<file path="src/rtl/axis_pkg.sv">
// Shared widths for the AXI4-Stream master handshake block.
package axis_pkg;
  localparam int AXIS_DATA_WIDTH = 256;
  localparam int AXIS_CNT_WIDTH  = 32;
endpackage

</file>
<file path="src/rtl/event_counter.sv">
// Registered event counter: counts cycles with inc=1, wraps modulo 2^WIDTH.
module event_counter #(
  parameter int WIDTH = axis_pkg::AXIS_CNT_WIDTH
) (
  input  logic             clk,
  input  logic             reset,
  input  logic             inc,
  output logic [WIDTH-1:0] count
);
  logic [WIDTH-1:0] r_count;

  always_ff @(posedge clk) begin
    if (reset) begin
      r_count <= '0;
    end else if (inc) begin
      r_count <= r_count + 1'b1;
    end
  end

  assign count = r_count;
endmodule

</file>
<file path="src/rtl/axi4s_master_handshake_data.sv">
// AXI4-Stream master fed by a valid-only upstream, buffered by a two-entry
// skid buffer (output register + skid register), with transfer/drop counters.
module axi4s_master_handshake_data
  import axis_pkg::*;
#(
  parameter int DATA_WIDTH = AXIS_DATA_WIDTH,
  parameter int CNT_WIDTH  = AXIS_CNT_WIDTH
) (
  input  logic                  clk,
  input  logic                  reset,
  input  logic                  datavalid,
  input  logic [DATA_WIDTH-1:0] data,
  output logic                  ready,
  output logic [DATA_WIDTH-1:0] tdata,
  output logic                  tvalid,
  input  logic                  tready,
  output logic [CNT_WIDTH-1:0]  cnt,
  output logic [CNT_WIDTH-1:0]  drop_cnt
);
  logic                  r_tvalid;
  logic [DATA_WIDTH-1:0] r_tdata;
  logic                  r_skid_valid;
  logic [DATA_WIDTH-1:0] r_skid_data;
  logic                  r_ready;

  logic w_accept;
  logic w_xfer;
  logic w_drop;

  assign w_accept = datavalid & r_ready;
  assign w_xfer   = r_tvalid & tready;
  // Only a full buffer discards data; the ready=0 cycle right after reset
  // is reset recovery and is not counted.
  assign w_drop   = datavalid & r_skid_valid;

  always_ff @(posedge clk) begin
    if (reset) begin
      r_tvalid     <= 1'b0;
      r_tdata      <= '0;
      r_skid_valid <= 1'b0;
      r_skid_data  <= '0;
      r_ready      <= 1'b0;
    end else if (w_accept && (!r_tvalid || w_xfer)) begin
      r_tdata  <= data;
      r_tvalid <= 1'b1;
      r_ready  <= 1'b1;
    end else if (w_accept) begin
      r_skid_data  <= data;
      r_skid_valid <= 1'b1;
      r_ready      <= 1'b0;
    end else if (w_xfer && r_skid_valid) begin
      r_tdata      <= r_skid_data;
      r_skid_valid <= 1'b0;
      r_ready      <= 1'b1;
    end else if (w_xfer) begin
      r_tvalid <= 1'b0;
      r_ready  <= 1'b1;
    end else begin
      r_ready <= ~r_skid_valid;
    end
  end

  assign ready  = r_ready;
  assign tdata  = r_tdata;
  assign tvalid = r_tvalid;

  event_counter #(.WIDTH(CNT_WIDTH)) u_xfer_cnt (
    .clk   (clk),
    .reset (reset),
    .inc   (w_xfer),
    .count (cnt)
  );

  event_counter #(.WIDTH(CNT_WIDTH)) u_drop_cnt (
    .clk   (clk),
    .reset (reset),
    .inc   (w_drop),
    .count (drop_cnt)
  );
endmodule

</file>
<file path="config.mk">
export PLATFORM = sky130hd
export DESIGN_NAME = axi4s_master_handshake_data
export DESIGN_NICKNAME = d
export VERILOG_FILES = /design/src/rtl/axis_pkg.sv /design/src/rtl/event_counter.sv /design/src/rtl/axi4s_master_handshake_data.sv
export SDC_FILE = /design/constraint.sdc
export NUM_CORES = 1
export LEC_CHECK = 0
export CELL_PAD_IN_SITES_DETAIL_PLACEMENT = 0
export CELL_PAD_IN_SITES_GLOBAL_PLACEMENT = 1
export CORE_MARGIN = 3
export CORE_UTILIZATION = 39
export CTS_CLUSTER_SIZE = 12
export DETAILED_ROUTE_END_ITERATION = 7
export GPL_ROUTABILITY_DRIVEN = 0
export PLACE_DENSITY_LB_ADDON = 0.1
export SLEW_MARGIN = 0
export SYNTH_ARGS = -nofsm -noshare
export SYNTH_HDL_FRONTEND = slang
export SYNTH_HIERARCHICAL = 1
export SYNTH_SLANG_ARGS = --single-unit
</file>
<file path="constraint.sdc">
create_clock -name clk -period 6 [get_ports clk]
set_input_delay 1.2 -clock clk [delete_from_list [all_inputs] [get_ports clk]]
set_output_delay 1.2 -clock clk [all_outputs]
set_load 0.02 [all_outputs]
</file>
# Word level (Yosys, flattened, before mapping)
# Cells that the tools add are included.
[classes]
n_eq_ne = 2
n_reduce_logical = 11
addsub = 2
bitwise = 5
mux = 13
[ops]
columns = ["cell", "n"]
rows = [
  ["2-to-1 mux 256 bit", 3],
  ["adder 32 x 1 -> 32 bit (second input constant)", 2],
  ["2-to-1 mux 1 bit", 10],
  ["AND reduction 2 bit", 3],
  ["nonzero test 2 bit", 3],
  ["bitwise AND 1 bit", 3],
  ["AND reduction 3 bit", 1],
  ["logical AND 1 bit", 2],
  ["!= test 2 x 1 -> 1 bit (second input constant)", 1],
  ["!= test 2 bit (second input constant)", 1],
  ["inverter 1 bit", 2],
  ["logical NOT 1 bit", 1],
  ["logical OR 1 bit", 1],
]
[totals]
in_bits = 260
wordCells = 40
register_bits = 579

# Longest topological paths before layout
[depth]
depth_word = 5
depth_mapped = 9
ltp_nobuf = 6

# Modules after synthesis
# The synthesis kept the hierarchy.
[by_module_without_submodules]
columns = ["module", "area_per_inst_um2", "seq_area_each_um2", "cells_per_inst", "n_inst"]
rows = [
  ["axi4s_master_handshake_data", 20190.6, 10309.9, 2329, 1],
  ["event_counter", 1564.0, 640.6, 181, 2],
]

# Least setup slack after synthesis
# OpenSTA, ideal clock, no wires.
[synth_path]
path_kind = "input port to flip-flop"
start = "input port datavalid"
end = "register u_drop_cnt.r_count[27], in the netlist u_drop_cnt/count[27]"
t_arrival_ns = 3.007
n_path_buf = 4
setup_slack_ns = 2.872
stages = 9
t_required_ns = 5.879
setup_ns = 0.121
cell_sequence = "buf_2 clkbuf_1 and2_1 buf_2 and4_1 buf_2 nand4_1 nor3b_1 mux2_2"
[synth_via]
elab_chain_cells = 1
[synth_rtl]
columns = ["element", "line", "text"]
rows = [
  ["start, declared", "axi4s_master_handshake_data.sv:11", "input logic datavalid,"],
  ["bitwise AND 1 bit", "axi4s_master_handshake_data.sv:34", "assign w_drop = datavalid & r_skid_valid;"],
  ["named net w_drop", "axi4s_master_handshake_data.sv:28", "logic w_drop;"],
  ["end signal, assigned", "event_counter.sv:16", "r_count <= r_count + 1'b1;"],
  ["end, declared", "event_counter.sv:10", "logic [WIDTH-1:0] r_count;"],
]
# The timed path passes the listed nets, and every way through them passes these cells.
# A chain may end at the register's enable or synchronous reset.

# Final worst setup path
[layout_path]
start = "register r_ready, in the netlist ready"
end = "output port ready"
[layout_rtl]
columns = ["element", "line", "text"]
rows = [
  ["start, declared", "axi4s_master_handshake_data.sv:24", "logic r_ready;"],
  ["start signal, assigned", "axi4s_master_handshake_data.sv:59", "r_ready <= ~r_skid_valid;"],
  ["end, declared", "axi4s_master_handshake_data.sv:13", "output logic ready,"],
]
# No word-level cell between the ends.

==> impl_metrics.json <==
{
  "cts_tree": "done",
  "crit_family": "flip-flops",
  "power_w": 0.00906,
  "min_period_ps": 3390,
  "cp_cell_sequence": "clkdlybuf4s50_1",
  "drtIter0Drc": 1747,
  "port_buffers": 581,
  "first_global_vias": 21300,
  "synth_flop_cell": "dfxtp_1",
  "slowest_delay_ps": 830,
  "grt_usage_pct": 26.4,
  "regToRegStartpoint": "ready$_SDFF_PP0_",
  "holdPathStages": 2,
  "drtAntennaViolNets": 0,
  "regToRegEndpoint": "tdata[26]$_SDFFE_PP0P_",
  "arrival_ps": 2190,
  "critPathMaxFanout": 60,
  "yosysUniqueCellTypes": 43,
  "holdPathEnd": "r_skid_data[143]$_SDFFE_PP0P_",
  "combPwrFrac_pct": 11.3,
  "crit_path_top_delay_cell": "dfxtp_4",
  "yosysTopAreaCell": "dfxtp_1",
  "worst-r2r-setup-slack_ps": 3020,
  "powerDensity_mw_per_mm2": 289,
  "die_x_um": 251,
  "finalSetupTns_ps": 0,
  "tightest_slew_ps": 1320,
  "synth_top_area_share_pct": 49.7,
  "cts_resized": 0,
  "io_pins": 582,
  "rsz0062_at_grt": "no",
  "setup_violations": 0,
  "power_frac_seq_pct": 44.7,
  "power.internal_w": 0.00680,
  "fin_nets": 3344,
  "hp-class": "reg -> reg",
  "p_switching_w": 0.00226,
  "grt_max_degree": 213,
  "die_area_mm2": 0.0628,
  "wire_per_inst_um": 22.4,
  "power_frac_clock_pct": 44.0,
  "rows": 89,
  "clockBufferDepth": 3,
  "post_cts_buffers": 0,
  "yosysSeqAreaShare_pct": 49.7,
  "switching_share_pct": 24.9,
  "synth_edf_count": 0,
  "synth_warnings": 6,
  "initial_core_util_pct": 39.4,
  "post-place-ws_ps": 2350,
  "cap_violations": 0,
  "syn-num-nets": 2953,
  "totalWireLength_um": 87700,
  "hold_start": "r_skid_data[143]$_SDFFE_PP0P_",
  "status": "complete, no violations",
  "netlist_area_mm2": 0.0233,
  "root_buffer": "clkbuf_16",
  "hpwl_um": 51700,
  "synth_area_per_cell_um2": 8.67,
  "synthToLayoutAreaGrowth_pct": 34.7,
  "cts_hold_repair.buffers": 0,
  "firstDrtPassIters": 7,
  "drcViolationCount": 0,
  "end_kind": "output pin",
  "die_h_um": 251,
  "htree_levels": 3,
  "fin_ws_ps": 2610,
  "relSlewSlack_pct": 11.8,
  "fin_crit_sh_pct": 56.5,
  "ys_top_cells_by_count": "579 x dfxtp_1, 531 x nand2_1, 272 x a21oi_1",
  "cp_num_buf_inv": 1,
  "postSynthCellCount": 2691,
  "cts.sinks": 579,
  "yosysMostFrequentCell": "dfxtp_1",
  "antenna_found_initial": 19,
  "critical_path_class": "reg -> out",
  "vias_per_cell": 5.68,
  "r2r.worst_path.cells": 5,
  "peakVddDrop_uv": 184,
  "cts_buffers": 67,
  "leakagePower_nw": 11.1,
  "coreArea_mm2": 0.0591,
  "synth_area_leaders": "dfxtp_1 50%, o2bb2ai_1 9.6%, nand2_1 8.5%",
  "critPathLaunch": "ready$_SDFF_PP0_",
  "fmax_mhz": 295,
  "grt_first_pass_wirelength_um": 132000,
  "path_clk_slew_ps": 60,
  "async_reset_ff_share_pct": 0,
  "hold_viol": 0,
  "vias": 22200,
  "synth_seq_cells": 579,
  "finClkSkew_ps": 18.2,
  "start_kind": "register",
  "grt.overflow.total": 0,
  "crit_required_ps": 4800,
  "finalMaxSlewViolations": 0,
  "drive_gt1_share_pct": 4.86,
  "clk_latency_ps": 600
}
-- power by group through the flow --
stage | logic [W] | clock network (W) | registers (W)
6_report | 0.00103 | 0.00399 | 0.00405
5_1_grt | 0.00108 | 0.00424 | 0.00406
3_5_place_dp | 0.00102 | 0 | 0.00413
2_1_floorplan | 0.000368 | 0 | 0.00422
4_1_cts | 0.00103 | 0.00409 | 0.00405
3_3_place_gp | 0.00102 | 0 | 0.00413
-- layout make-up --
type                       instances  area, um2
antenna                           12       30.0
clock buffer                     107       2100
clock inverter                     8       48.8
fill                            5340      27700
inverter                          11       41.3
multi-input combinational       1823      10500
sequential                       579      11600
tap                              773        967
timing repair buffer             600       6090
-- worst max-delay path by stage --
stage | endpoint | slack [ps] | cells after the start
final | ready | 2610 | 1
after global routing | ready | 2540 | 1
after CTS | ready | 2580 | 1
after detailed placement | u_xfer_cnt/count[30]$_SDFFE_PP0P_ | 2350 | 7
after global placement | u_xfer_cnt/count[27]$_SDFFE_PP0P_ | 2340 | 7
after floorplan | u_drop_cnt/count[27]$_SDFFE_PP0P_ | 2870 | 9
-- cell families after synthesis --
logic type / after synthesis / share of synthesized area [%]
AOI/OAI and AO/OA: 804 / 22.9
xor gates and xnor gates: 26 / 0.977
adders and majority gates: 2 / 0.107
buffers and inverters: 289 / 5.31
DFF: 579 / 49.7
muxes: 25 / 1.20
and+or+nand+nor: 966 / 19.8
-- sequential cells by signal, summed over array words and instances (netlist names) --
register	flops
r_skid_data	256
tdata	256
u_drop_cnt/count	32
u_xfer_cnt/count	32
r_skid_valid	1
ready	1
tvalid	1
-- cells in the final DEF, fill, tap and decap left out, types with 5 or more instances in the layout --
cell type        instances
a21oi_1                272
a31oi_1                257
and3_1                 260
and4_1                   6
buf_12                  10
buf_4                    9
clkbuf_1                19
clkbuf_16               73
clkbuf_8                15
clkdlybuf4s50_1        579
clkinv_2                 5
dfxtp_1                578
diode_2                 12
inv_1                   11
mux2_2                  19
nand2_1                531
nand3_1                 18
nand4_1                 20
nor2_1                  52
nor2b_1                 20
nor3_1                  20
o21ai_0                  9
o2bb2ai_1              256
o31ai_1                  7
or3_1                    8
or4_1                    6
xnor2_1                  8
xor2_1                  18
-- routing by layer --
metal	up-vias	track usage [%]	wire length, um
met5	-	0	144
met4	18	11.1	3480
met3	184	7.15	6090
met2	721	42.9	41900
met1	10800	33.2	36100
li1	10500	-	-
-- metrics by stage --
stage	hold slack [ps]	instances	utilization, %	cell area (um2)
after floorplan	436	2691	-	23300
after global placement	442	3786	49.4	29200
after detailed placement	445	3786	49.4	29200
after CTS	454	3901	53.1	31400
after global routing	466	3908	53.1	31400
final	452	3913	53.1	31400
(Power assumes the default switching activity.)
